==> src/rtl/exec_sched.sv <==
// exec_sched: issue/completion controller in front of the execute stage.
// Routes each accepted op to the ALU result path or to an iterative
// multiply/divide unit, and holds the result in a one-entry output register
// until writeback takes it.
// Build option: define RV32M_EN to enable the multiply/divide path. Without it,
// multiply/divide ops complete at once as illegal ops with a zero result.
module exec_sched #(
    parameter int XLEN       = 32,
    parameter int RD_W       = 5,
    parameter int MD_TIMEOUT = 64
) (
    input  logic            CLK,
    input  logic            RST,
    input  logic            IN_VALID,
    output logic            IN_READY,
    input  logic            IN_IS_MD,
    input  logic [RD_W-1:0] IN_RD,
    input  logic            IN_FLUSH,
    input  logic [XLEN-1:0] ALU_RESULT,
    output logic            MD_START,
    input  logic            MD_DONE,
    input  logic [XLEN-1:0] MD_RESULT,
    output logic            MD_ABORT,
    output logic            OUT_VALID,
    input  logic            OUT_READY,
    output logic [XLEN-1:0] OUT_RESULT,
    output logic [RD_W-1:0] OUT_RD,
    output logic            OUT_ILLEGAL,
    output logic            OUT_TIMEOUT,
    output logic            BUSY
);

    typedef enum logic [1:0] {
        IDLE    = 2'd0,
`ifdef RV32M_EN
        MD_WAIT = 2'd1,
`endif
        RESP    = 2'd2
    } state_t;

    state_t          state;
    state_t          state_next;
    logic [XLEN-1:0] result_q;
    logic [RD_W-1:0] rd_q;
    logic            illegal_q;
    logic            timeout_q;
    logic            accept;
    logic            load_alu;

`ifdef RV32M_EN
    localparam int              CNT_W    = $clog2(MD_TIMEOUT);
    localparam logic [CNT_W-1:0] CNT_LAST = CNT_W'(MD_TIMEOUT - 1);

    logic [CNT_W-1:0] cnt_q;
    logic             start_q;
    logic             abort_q;
    logic             start_next;
    logic             abort_next;
    logic             issue_md;
    logic             load_md;
    logic             load_timeout;
    logic             md_done_seen;

    // MD_DONE only counts once the start pulse has gone low again.
    assign md_done_seen = MD_DONE && !start_q;
    assign MD_START     = start_q;
    assign MD_ABORT     = abort_q;
`else
    logic load_illegal;
    logic unused_md;

    assign unused_md = ^{MD_DONE, MD_RESULT, (MD_TIMEOUT >= 2)};
    assign MD_START  = 1'b0;
    assign MD_ABORT  = 1'b0;
`endif

    // A flush blocks acceptance in the same cycle; a held result can be
    // replaced in the very cycle writeback takes it.
    assign IN_READY = !RST && !IN_FLUSH &&
                      ((state == IDLE) || ((state == RESP) && OUT_READY));
    assign accept   = IN_VALID && IN_READY;

    assign OUT_VALID   = (state == RESP);
    assign OUT_RESULT  = result_q;
    assign OUT_RD      = rd_q;
    assign OUT_ILLEGAL = illegal_q;
    assign OUT_TIMEOUT = timeout_q;
    assign BUSY        = (state != IDLE);

    // Next-state and load decisions; flush outranks every other event.
    always_comb begin
        state_next   = state;
        load_alu     = 1'b0;
`ifdef RV32M_EN
        start_next   = 1'b0;
        abort_next   = 1'b0;
        issue_md     = 1'b0;
        load_md      = 1'b0;
        load_timeout = 1'b0;
`else
        load_illegal = 1'b0;
`endif
        case (state)
            IDLE, RESP: begin
                if ((state == RESP) && (IN_FLUSH || OUT_READY)) begin
                    state_next = IDLE;
                end
                if (accept) begin
                    if (IN_IS_MD) begin
`ifdef RV32M_EN
                        issue_md   = 1'b1;
                        start_next = 1'b1;
                        state_next = MD_WAIT;
`else
                        load_illegal = 1'b1;
                        state_next   = RESP;
`endif
                    end else begin
                        load_alu   = 1'b1;
                        state_next = RESP;
                    end
                end
            end
`ifdef RV32M_EN
            MD_WAIT: begin
                if (IN_FLUSH) begin
                    abort_next = 1'b1;
                    state_next = IDLE;
                end else if (md_done_seen) begin
                    load_md    = 1'b1;
                    state_next = RESP;
                end else if (cnt_q == CNT_LAST) begin
                    abort_next   = 1'b1;
                    load_timeout = 1'b1;
                    state_next   = RESP;
                end
            end
`endif
            default: begin
                state_next = IDLE;
            end
        endcase
    end

    // State register.
    always_ff @(posedge CLK) begin
        if (RST) begin
            state <= IDLE;
        end else begin
            state <= state_next;
        end
    end

    // Result register, handshake pulses and the multiply/divide wait counter.
    always_ff @(posedge CLK) begin
        if (RST) begin
            result_q  <= '0;
            rd_q      <= '0;
            illegal_q <= 1'b0;
            timeout_q <= 1'b0;
`ifdef RV32M_EN
            start_q   <= 1'b0;
            abort_q   <= 1'b0;
            cnt_q     <= '0;
`endif
        end else begin
            if (load_alu) begin
                result_q  <= ALU_RESULT;
                rd_q      <= IN_RD;
                illegal_q <= 1'b0;
                timeout_q <= 1'b0;
            end
`ifdef RV32M_EN
            start_q <= start_next;
            abort_q <= abort_next;
            if (issue_md) begin
                rd_q      <= IN_RD;
                illegal_q <= 1'b0;
                timeout_q <= 1'b0;
                cnt_q     <= '0;
            end else if (state == MD_WAIT) begin
                cnt_q <= cnt_q + CNT_W'(1);
            end
            if (load_md) begin
                result_q <= MD_RESULT;
            end
            if (load_timeout) begin
                result_q  <= '0;
                timeout_q <= 1'b1;
            end
`else
            if (load_illegal) begin
                result_q  <= '0;
                rd_q      <= IN_RD;
                illegal_q <= 1'b1;
                timeout_q <= 1'b0;
            end
`endif
        end
    end

endmodule

==> config.mk <==
export PLATFORM = sky130hd
export DESIGN_NAME = exec_sched
export DESIGN_NICKNAME = d
export VERILOG_FILES = /design/src/rtl/exec_sched.sv
export SDC_FILE = /design/constraint.sdc
export NUM_CORES = 1
export LEC_CHECK = 0
export CORE_ASPECT_RATIO = 1.75
export CORE_MARGIN = 3
export CORE_UTILIZATION = 31
export DETAILED_ROUTE_END_ITERATION = 6
export PLACE_DENSITY = 0.75
export SYNTH_ARGS = -nofsm -noshare
export SYNTH_HDL_FRONTEND = slang
export SYNTH_SLANG_ARGS = --single-unit
==> constraint.sdc <==
create_clock -name CLK -period 1.1 [get_ports CLK]
set_input_delay 0.33 -clock CLK [delete_from_list [all_inputs] [get_ports CLK]]
set_output_delay 0.33 -clock CLK [all_outputs]
set_load 0.05 [all_outputs]
======== After elaboration in Yosys (flattened, before gate mapping) ========
Cells that the tools add are included.
storage, ports and cells
  bits in registers ....................... 39
  input port bits ......................... 76
  output and inout port bits .............. 44
  word-level logic and storage cells ...... 32
operators by class
  mux-type cells .......................... 12
  bitwise gates (word level) .............. 1
  reduce and logical (&&, ||, !) cells .... 15
operator list
  cell               number
  $mux 5             2
  $mux 1             8
  $reduce_or 2->1    3
  $logic_and 1x1->1  5
  $mux 2             2
  $reduce_bool 2->1  2
  $logic_not 1->1    2
  $logic_not 2->1    1
  $logic_or 1x1->1   2
  $not 1->1          1

======== Depth between registers and ports, before layout ========
  word-level depth ........................ 8
  gate-level depth with buffers ........... 5

======== Worst setup path before layout ========
Ideal clock, no wire load.
  path kind ............................... register to output
  from .................................... reg state[1]
  to ...................................... out IN_READY
  arrival ................................. 1.933 ns
  data required time ...................... 0.770 ns
  slack ................................... -1.163 ns
  cell stages (with the launch flop) ...... 4
  buffers on the path ..................... 1
  cells stage by stage .................... dfxtp_1 -> nor2b_4 -> clkbuf_1 -> nor3_1
between the ends
  cells in the longest elaborated chain, start to end .. 3
RTL lines
  element                                                      RTL line  text
  from (decl)                                                  41        state_t state;
  from (signal assigned)                                       150       state <= state_next;
  $logic_not 2->1 / $logic_and 1x1->1 (equally long branches)  80        ((state == IDLE) || ((state == RESP) && OUT_READY));
  $logic_or 1x1->1 (*)                                         80
  $logic_and 1x1->1 (*)                                        79        assign IN_READY = !RST && !IN_FLUSH &&
  to (decl)                                                    15        output logic IN_READY,
Mark *: on every way between the ends. The rest lies on a longest branch, timed or not.

======== Worst setup path in the final report ========
Same ends and word-level chain as after synthesis.

==> flow_summary.ini <==
[outcome]
outcome = complete, but fails checks
failed_checks = negative setup slack

[synthesis]
yosysUniqueCellTypes = 24
yosysWarnings = 0
synth_fa_ha_area_share_pct = 0
syn-instance-count = 189
synth-compound-area-share_pct = 32.3
muxShareOfSynthArea_pct = 0
synth_top_family_by_area = compound AO/OA/AOI/OAI gates
synth_xor_area_share_pct = 0
ys_seq_area_share_pct = 45.5
synthSimpleGateAreaFrac_pct = 9.27
netlist_area_mm2 = 0.00171
synth_area_per_cell_um2 = 9.07
synth.ff_latch_count = 39

[pwr]
p_leak_nw = 1.46
sw_frac_of_total_pct = 30.1
p_sw_mw = 1.11
pwr-share-seq_pct = 40.5
p_per_area_mw_per_mm2 = 916
power.internal_mw = 2.59
peakVddDrop_mv = 0.748
p_clk_share_pct = 31.3
p_comb_share_pct = 28.2

[timing]
hold_viol = 0
setup_slack_ns = -0.308
setup_viol = 79
rsz0062_at_grt = true
min_period_ns = 1.41
clock-skew-final_ns = 0.00828
fin_crit_sh_pct = 128
max_freq_ghz = 0.710
drv_slew = 0

[final_layout]
final_common_cell = buf_12
n_antenna_cell = 0
drive_gt1_share_pct = 61.2
layout_common_cells = buf_12 (46), buf_4 (41), clkdlybuf4s50_1 (38)
nets = 382
area_growth_pct = 136
final_cells = 381
fin_area_mm2 = 0.00404

[placed_design]
io_buffers = 83
placed_cells = 336
gp_congestion = 0.763
place_hpwl_um = 3710
placed_cell_area_mm2 = 0.00304
post-place-ws_ns = -0.633

[critical_path]
max_stage_delay_ns = 0.35
crit_type = register to output port
startpoint_type = register
path_delay_family = flip-flops
endpoint_kind = output port
critPathRequiredTime_ns = 0.77
path_buf_inv = 1
path_cells = nor2b_4, nor3_4, buf_6
cp.arrival_ns = 1.08
crit_fanout = 2
crit_slowest_cell = dfxtp_4

[clocking]
cts_hold_buffers = 0
clk_pin_slew_ns = 0.07
cts.root.buffer_cell = clkbuf_8
cts_tree = done
cts_buffers = 5
cts.htree.levels = 2
cts.sinks = 39
clock_latency_ns = 0.29
clockBufferDepth = 2

[routing]
drc = 0
firstDrtPassIters = 4
avgRoutedWirePerCell_um = 17.6
drt_iter0_drc = 44
routed_wl_um = 6690
vias = 1927
via_per_inst = 5.06
final_antenna_net_count = 0

[grt]
grt_antenna_before_repair = 0
overflow = 0
grt_pass1_wl_um = 9460
grt_use_total_pct = 18.1
grt_max_degree = 39
grt_pass1_vias = 1950

[floorplan]
die-height_um = 104
ios = 120
rows = 35
die_w_um = 62.2
initial_utilization_pct = 32.3
design.core.area_mm2 = 0.00530
die_area_mm2 = 0.00649

[worst_hold_path]
min_path_type = register to register

[flow_run]
cap_violations = 0
## state kept, by name, indices dropped and copies added, names as in the netlist
name,cells
state,1
OUT_ILLEGAL,1
OUT_RD,5
OUT_RESULT,32
## final timing paths
path,startpoint,to,slack [ns],depth (start not counted)
min,OUT_RESULT[20],OUT_RESULT[20],0.49,2
max reg2reg,state[1],OUT_RESULT[22],-0.31,5
min reg2reg,OUT_RESULT[20],OUT_RESULT[20],0.49,2
max,state[1],IN_READY,-0.31,3
## tightest hold or removal path: cells and delay by family, from the launching register on
kind | cells | cell delay [ns]
compound gates | 2 | 0.11
flops | 1 | 0.34
## cell usage after synthesis
library cell  number  share of area, %
conb_1             1              0.22
a21boi_0           1              0.44
nor2_1             1              0.22
o21ai_0           16               4.7
nand2_1           32               7.0
nand3_2            1              0.58
buf_2              5               1.5
clkbuf_1           8               1.8
buf_1              1              0.22
o311ai_0          19               9.7
o21ai_2            2               1.0
buf_8              2               1.8
dfxtp_1           39                46
buf_6              5               3.3
o311ai_1          17               8.7
inv_2              1              0.22
inv_1              7               1.5
o311ai_2           2               1.9
o21ai_1           20               5.8
nor3_1             1              0.29
buf_4              5               2.2
clkbuf_2           1              0.29
nand2b_1           1              0.37
nor2b_4            1              0.80
## layer usage
layer / track usage, % / up-vias / routed length, um
li1: - / 930 / -
met1: 19.2 / 924 / 2420
met2: 33.5 / 61 / 3830
met3: 4.11 / 12 / 296
met4: 7.75 / 0 / 143
met5: 0 / - / 0
## kinds of logic after synthesis
logic type / after synthesis
AOI/OAI and AO/OA: 77
DFF: 39
buffers and inverters: 35
and+or+nand+nor: 37
other: 1
## cell type report
class,count,area (um^2)
clock buffer,7,108
clock inverter,1,5.00
fill,308,1260
inverter,8,30.0
multi-input combinational,117,1180
sequential,39,862
tap,74,92.6
timing repair buffer,135,1760
## power groups by stage
stage,Combinational (mW),Clock [mW],Sequential [mW]
3_5_place_dp,0.820,0,1.54
5_1_grt,1.09,1.25,1.50
2_1_floorplan,0.244,0,1.68
6_report,1.04,1.16,1.50
3_3_place_gp,0.812,0,1.54
4_1_cts,0.938,1.17,1.51
## through the flow
stage	TNS, ns	power (mW)	util (%)	hold WS (ns)
after global placement	-19.98	2.35	57.3	0.489
final	-8.68	3.70	76.2	0.486
after global routing	-11.83	3.84	76.2	0.497
after CTS	-7.08	3.62	69.5	0.436
after floorplan	-2.11	1.93	-	0.463
after detailed placement	-20.90	2.36	57.3	0.499
## what timing repair did
item / in CTS / in global routing
setup endpoints to repair: 79 / 79
gates resized for setup: 98 / 36
pin swaps: 1 / 0
setup buffers: 26 / 7
cloned: 1 / 3
(Power assumes the default switching activity.)
